**config.mk**
```make
export PLATFORM = sky130hd
export DESIGN_NAME = ls_bram_pipe
export DESIGN_NICKNAME = d
export VERILOG_FILES = /design/src/rtl/ls_bram_pkg.sv /design/src/rtl/ls_bram_resp_fifo.sv /design/src/rtl/ls_bram_pipe.sv
export SDC_FILE = /design/constraint.sdc
export NUM_CORES = 1
export LEC_CHECK = 0
export BUFFER_PORTS_ARGS = -buffer_cell sky130_fd_sc_hd__buf_2
export CAP_MARGIN = 30
export CORE_MARGIN = 2
export CORE_UTILIZATION = 50
export CTS_CLUSTER_DIAMETER = 60
export DETAILED_ROUTE_END_ITERATION = 10
export HOLD_SLACK_MARGIN = 0.1
export PLACE_DENSITY = 0.8
export SETUP_SLACK_MARGIN = 0.3
export SYNTH_ARGS = -nofsm -noshare
export SYNTH_HDL_FRONTEND = slang
export SYNTH_SLANG_ARGS = --single-unit
```
**constraint.sdc**
```tcl
create_clock -name clk -period 2.39 [get_ports clk]
set_clock_uncertainty 0.15 [all_clocks]
set_input_delay 0.717 -clock clk [delete_from_list [all_inputs] [get_ports clk]]
set_output_delay 0.717 -clock clk [all_outputs]
set_load 0.01 [all_outputs]
```
**src/rtl/ls_bram_pkg.sv**
```systemverilog
// Shared types and helpers for the pipelined BRAM load/store sub-unit.
// It holds the load funct3 codes, the per-load metadata record and the sub-word extraction function.
package ls_bram_pkg;

  localparam logic [2:0] FN3_LB  = 3'b000;
  localparam logic [2:0] FN3_LH  = 3'b001;
  localparam logic [2:0] FN3_LW  = 3'b010;
  localparam logic [2:0] FN3_LBU = 3'b100;
  localparam logic [2:0] FN3_LHU = 3'b101;

  localparam int META_W = 5;

  typedef struct packed {
    logic [2:0] fn3;
    logic [1:0] byte_off;
  } load_meta_t;

  // Align the addressed byte or half to bit 0, then sign- or zero-extend it.
  function automatic logic [31:0] extract_load(input logic [31:0] word, input load_meta_t meta);
    logic [31:0] shifted;
    shifted = word >> {meta.byte_off, 3'b000};
    case (meta.fn3)
      FN3_LB:  extract_load = 32'($signed(shifted[7:0]));
      FN3_LH:  extract_load = 32'($signed(shifted[15:0]));
      FN3_LBU: extract_load = {24'h0, shifted[7:0]};
      FN3_LHU: extract_load = {16'h0, shifted[15:0]};
      default: extract_load = word;
    endcase
  endfunction

endpackage

```
**src/rtl/ls_bram_resp_fifo.sv**
```systemverilog
// First-word-fall-through response FIFO. When it is empty, dout shows din directly.
// A push that is popped in the same cycle while the FIFO is empty is never stored.
module ls_bram_resp_fifo #(
  parameter int WIDTH = 32,
  parameter int DEPTH = 4
) (
  input  logic             clk,
  input  logic             rst,
  input  logic             push,
  input  logic             pop,
  input  logic [WIDTH-1:0] din,
  output logic [WIDTH-1:0] dout,
  output logic             full,
  output logic             empty
);

  localparam int AW = (DEPTH > 1) ? $clog2(DEPTH) : 1;
  localparam int CW = $clog2(DEPTH + 1);

  logic [WIDTH-1:0] mem [DEPTH];
  logic [AW-1:0]    rd_ptr;
  logic [AW-1:0]    wr_ptr;
  logic [CW-1:0]    cnt;
  logic             wr;
  logic             rd;

  function automatic logic [AW-1:0] next_ptr(input logic [AW-1:0] p);
    next_ptr = (p == AW'(DEPTH - 1)) ? '0 : p + 1'b1;
  endfunction

  assign empty = (cnt == '0);
  assign full  = (cnt == CW'(DEPTH));
  assign dout  = empty ? din : mem[rd_ptr];
  assign rd    = pop & ~empty;
  assign wr    = push & ~(empty & pop);

  always_ff @(posedge clk or posedge rst) begin
    if (rst) begin
      rd_ptr <= '0;
      wr_ptr <= '0;
      cnt    <= '0;
    end else begin
      if (wr) wr_ptr <= next_ptr(wr_ptr);
      if (rd) rd_ptr <= next_ptr(rd_ptr);
      case ({wr, rd})
        2'b10:   cnt <= cnt + 1'b1;
        2'b01:   cnt <= cnt - 1'b1;
        default: cnt <= cnt;
      endcase
    end
  end

  // A write into the slot being popped while full is safe, because dout was read this cycle.
  always_ff @(posedge clk) begin
    if (wr) mem[wr_ptr] <= din;
  end

endmodule

```
**src/rtl/ls_bram_pipe.sv**
```systemverilog
// Pipelined BRAM load/store sub-unit: credit-gated loads, a latency shift register and an FWFT response FIFO.
// Defining LS_BRAM_SUBWORD_EN enables sub-word load extraction (requires DATA_W=32).
module ls_bram_pipe import ls_bram_pkg::*; #(
  parameter int ADDR_W       = 32,
  parameter int DATA_W       = 32,
  parameter int BRAM_LATENCY = 1,
  parameter int RESP_DEPTH   = 4
) (
  input  logic                clk,
  input  logic                rst,
  input  logic                req_valid,
  output logic                req_ready,
  input  logic [ADDR_W-1:0]   req_addr,
  input  logic                req_load,
  input  logic [DATA_W/8-1:0] req_be,
  input  logic [DATA_W-1:0]   req_wdata,
  input  logic [2:0]          req_fn3,
  output logic                rsp_valid,
  input  logic                rsp_ack,
  output logic [DATA_W-1:0]   rsp_data,
  output logic                bram_en,
  output logic [DATA_W/8-1:0] bram_we,
  output logic [ADDR_W-3:0]   bram_addr,
  output logic [DATA_W-1:0]   bram_wdata,
  input  logic [DATA_W-1:0]   bram_rdata
);

  localparam int CW = $clog2(RESP_DEPTH + 1);

  logic [CW-1:0]           credit;
  logic                    accept;
  logic                    load_acc;
  logic                    pop;
  logic                    ret_vld;
  logic                    fifo_full;
  logic                    fifo_empty;
  logic [BRAM_LATENCY-1:0] vld_p;

  assign req_ready  = (credit < CW'(RESP_DEPTH));
  assign accept     = req_valid & req_ready;
  assign load_acc   = accept & req_load;
  assign bram_en    = accept;
  assign bram_we    = (accept & ~req_load) ? req_be : '0;
  assign bram_addr  = req_addr[ADDR_W-1:2];
  assign bram_wdata = req_wdata;
  assign ret_vld    = vld_p[BRAM_LATENCY-1];
  assign rsp_valid  = ret_vld | ~fifo_empty;
  assign pop        = rsp_valid & rsp_ack;

  // Stage boundary: request accept -> BRAM return, BRAM_LATENCY cycles deep.
  always_ff @(posedge clk or posedge rst) begin
    if (rst) begin
      credit <= '0;
      vld_p  <= '0;
    end else begin
      vld_p[0] <= load_acc;
      for (int i = 1; i < BRAM_LATENCY; i++) vld_p[i] <= vld_p[i-1];
      case ({load_acc, pop})
        2'b10:   credit <= credit + 1'b1;
        2'b01:   credit <= credit - 1'b1;
        default: credit <= credit;
      endcase
    end
  end

`ifdef LS_BRAM_SUBWORD_EN
  load_meta_t                 meta_p [BRAM_LATENCY];
  load_meta_t                 head_meta;
  logic [DATA_W+META_W-1:0]   fifo_din;
  logic [DATA_W+META_W-1:0]   fifo_dout;
  logic                       unused_ok;

  always_ff @(posedge clk) begin
    meta_p[0] <= {req_fn3, req_addr[1:0]};
    for (int i = 1; i < BRAM_LATENCY; i++) meta_p[i] <= meta_p[i-1];
  end

  assign fifo_din  = {meta_p[BRAM_LATENCY-1], bram_rdata};
  assign head_meta = fifo_dout[DATA_W +: META_W];
  assign rsp_data  = extract_load(fifo_dout[DATA_W-1:0], head_meta);
  assign unused_ok = fifo_full;
`else
  logic [DATA_W-1:0] fifo_din;
  logic [DATA_W-1:0] fifo_dout;
  logic              unused_ok;

  assign fifo_din  = bram_rdata;
  assign rsp_data  = fifo_dout;
  assign unused_ok = ^{fifo_full, req_fn3, req_addr[1:0]};
`endif

  // Stage boundary: BRAM return -> response FIFO head.
  ls_bram_resp_fifo #(
    .WIDTH ($bits(fifo_din)),
    .DEPTH (RESP_DEPTH)
  ) u_resp_fifo (
    .clk   (clk),
    .rst   (rst),
    .push  (ret_vld),
    .pop   (pop),
    .din   (fifo_din),
    .dout  (fifo_dout),
    .full  (fifo_full),
    .empty (fifo_empty)
  );

endmodule

```
==> flow_summary.json <==
{
  "outcome": "complete, but fails checks",
  "failed_checks": "setup timing",
  "synth-edff-count": 128,
  "mostFrequentLayoutCell": "sky130_fd_sc_hd__edfxtp_1",
  "synth_xor_xnor_area_share_pct": 0.853,
  "routed_vias": 3341,
  "weighted_congestion_reported_at_the_end_of_routability_driven_placement": 0.728,
  "numCtsBuffers": 17,
  "most_used_cells_in_the_layout_excluding_fill_and_tap_cells": "sky130_fd_sc_hd__edfxtp_1 (128), sky130_fd_sc_hd__nand2_2 (58), sky130_fd_sc_hd__buf_2 (48), sky130_fd_sc_hd__nand2_1 (39), sky130_fd_sc_hd__buf_6 (35)",
  "number_of_buffers_and_inverters_on_the_critical_path": 3,
  "yosysWarningCount": 0,
  "chipHeight_um": 115,
  "grt.overflow.total": 0,
  "clk_pin_slew_ns": 0.06,
  "first_global_vias": 3441,
  "synth_area_per_cell_um2": 15.5,
  "critPathLaunchType": "flip-flop",
  "cts.sinks": 139,
  "synth_nets": 515,
  "drv_slew": 0,
  "number_of_search_and_repair_iterations_in_the_first_detailed_routing_pass": 5,
  "grt_start_max_net_pins": 27,
  "syn_to_final_growth_pct": 24.1,
  "r2r_setup_slack_ns": 0.12,
  "final.min_clock_period_ns": 2.73,
  "synth-simple-area-share_pct": 7.78,
  "cts-htree-levels": 4,
  "synthesis.area_um2": 6160,
  "final.setup.tns_ns": -9.89,
  "grt_antenna_before_repair": 1,
  "critical-path-slowest-cell": "sky130_fd_sc_hd__mux4_2",
  "detail_route.wl_per_cell_um": 22.2,
  "core-area_um2": 12000,
  "top_level_ports": 209,
  "leakage_nw": 2.90,
  "postSynth.asyncResetShare_pct": 7.91,
  "rsz0062_at_grt": "yes",
  "clock_tree.buffer_depth": 2,
  "insertedDiodeCount": 0,
  "critical_path_required_ns": 1.52,
  "power-per-cell-area_nw_per_um2": 1260,
  "synth_seq_cells": 139,
  "power.ir.vdd_worst_uv": 1240,
  "start_util_pct": 51.3,
  "synth_cell_types": 24,
  "worstSkewPairLatency_ns": 0.41,
  "clock_tree_from_tritoncts": "built",
  "cts_root_buf": "sky130_fd_sc_hd__clkbuf_16",
  "dp.cells": 567,
  "worst-slew-pin-transition_ns": 0.460,
  "seq_area_frac_synth_pct": 66.8,
  "critical_path.reg2reg.startpoint": "u_resp_fifo.cnt[0]",
  "syn_inst": 398,
  "totalWireLength_mm": 13.6,
  "preCtsSetupSlack_ns": 0.101,
  "max_cap_viol_count": 0,
  "setup-violations-final": 32,
  "viasPerCell": 5.47,
  "worstRegToRegCells": 9,
  "design.die.area_um2": 13200,
  "floorplan.die.width_um": 115,
  "synth_top_flop_cell": "sky130_fd_sc_hd__edfxtp_1",
  "critical-path-max-stage-delay_ns": 0.52,
  "timing.critical_path.fanout_max": 6,
  "final.period_utilization_pct": 114,
  "critical_path.top_delay_family": "multiplexers",
  "synth-compound-area-share_pct": 0.122,
  "fin_worst_hold_slack_ns": 0.149,
  "achievable_frequency_mhz": 367,
  "route.antenna.remaining_nets": 0,
  "initialDrtViolationCount": 223,
  "muxShareOfSynthArea_pct": 12.9,
  "post_cts_hold_buffer_count": 0,
  "layout.cells.non_filler": 611,
  "drc_errors": 0,
  "aggregate_global_route_resource_usage_pct": 20.6,
  "post_synth_fa_ha_maj_area_fraction_pct": 2.07,
  "crit_chain": "buf_12, buf_12, mux4_2, nand2_2, nand2_2, buf_6",
  "critical_path_at_ns": 1.86,
  "layout.nets": 568,
  "critical_path.endpoint_type": "primary output",
  "drive_gt1_share_pct": 55.2,
  "input_output_buffers": 79,
  "main_combinational_cell_family_by_area_after_synthesis": "multiplexers",
  "worst_hold_path_type": "input pin to async pin",
  "final_hold_violating_endpoints": 0,
  "worst_slack_ns": -0.337,
  "detailed_place_hpwl_mm": 8.55,
  "wire_length_of_the_first_global_routing_pass_mm": 19.4,
  "rows": 40,
  "rr_endpoint": "u_resp_fifo.cnt[2]",
  "crit_type": "flip-flop to primary output",
  "max_slew_margin_pct": 69.3
}
## per-layer routing
metal	global-route usage [%]	share of wire (%)	vias to the layer above
li1	-	-	1473
met1	23.0	35	1692
met2	34.5	53	122
met3	6.85	7.1	52
met4	12.1	4.6	2
met5	0	0.081	-
## how the worst max path moves through the flow
stage	end	cells past startpoint	from
2_1_floorplan	rsp_data[0]	5	u_resp_fifo.rd_ptr[0]
4_1_cts	rsp_data[20]	5	u_resp_fifo.rd_ptr[0]
5_1_grt	rsp_data[0]	6	u_resp_fifo.rd_ptr[0]
6_report	rsp_data[0]	6	u_resp_fifo.rd_ptr[0]
3_5_place_dp	rsp_data[14]	5	u_resp_fifo.rd_ptr[0]
3_3_place_gp	rsp_data[7]	5	u_resp_fifo.rd_ptr[0]
## registers in the layout, summed over array words and instances, names as in the netlist
register	cells
u_resp_fifo.cnt	3
u_resp_fifo.wr_ptr	2
ret_vld	1
u_resp_fifo.rd_ptr	2
u_resp_fifo.mem	128
credit	3
## cell usage after synthesis (3+ instances only)
| library cell | instances | area share [%] |
|---|---|---|
| sky130_fd_sc_hd__and2_1 | 9 | 0.91 |
| sky130_fd_sc_hd__buf_2 | 5 | 0.41 |
| sky130_fd_sc_hd__buf_4 | 65 | 7.9 |
| sky130_fd_sc_hd__clkbuf_1 | 5 | 0.30 |
| sky130_fd_sc_hd__dfrtp_1 | 11 | 4.5 |
| sky130_fd_sc_hd__edfxtp_1 | 128 | 62 |
| sky130_fd_sc_hd__ha_1 | 7 | 1.4 |
| sky130_fd_sc_hd__inv_1 | 12 | 0.73 |
| sky130_fd_sc_hd__mux4_2 | 32 | 12 |
| sky130_fd_sc_hd__nand2_1 | 97 | 5.9 |
| sky130_fd_sc_hd__nor2_1 | 4 | 0.24 |
| sky130_fd_sc_hd__xnor2_1 | 3 | 0.43 |
| sky130_fd_sc_hd__xor2_1 | 3 | 0.43 |
## metrics by stage
step | instance area [um2] | total power, mW | util (%)
final | 7650 | 9.66 | 63.7
after global routing | 7650 | 10.1 | 63.7
after CTS | 7300 | 9.03 | 60.8
after detailed placement | 6590 | 6.24 | 54.8
after global placement | 6590 | 6.17 | 54.8
after floorplan | 6330 | 5.31 | -
## repair_timing
action,CTS,global route
pin swaps,6,33
resized for setup,28,51
cloned,0,4
buffers inserted,4,4
endpoints found under the setup margin,41,42
## logic make-up (layout without fill, tap and decap cells)
logic type / after synthesis / after routing
flip-flops: 139 / 139
XOR/XNOR: 6 / 6
AND/OR/NAND/NOR: 116 / 116
adder cells (fa/ha/maj): 9 / 9
buffers and inverters: 89 / 155
multiplexers: 38 / 38
AO/OA/AOI/OAI: 1 / 1
## cell type report
cell class                 count  area [um2]
timing repair buffer         111        1050
fill                         830        4370
inverter                      12        45.0
tap                          147         184
multi-input combinational    170        1680
clock buffer                  17         425
sequential                   139        4120
clock inverter                15         133
## power breakdown
part	switching, mW	internal [mW]
clock	0.940	1.51
combinational	1.93	2.23
sequential	0.131	2.92
No activity file was read; power rests on OpenSTA's default activity.
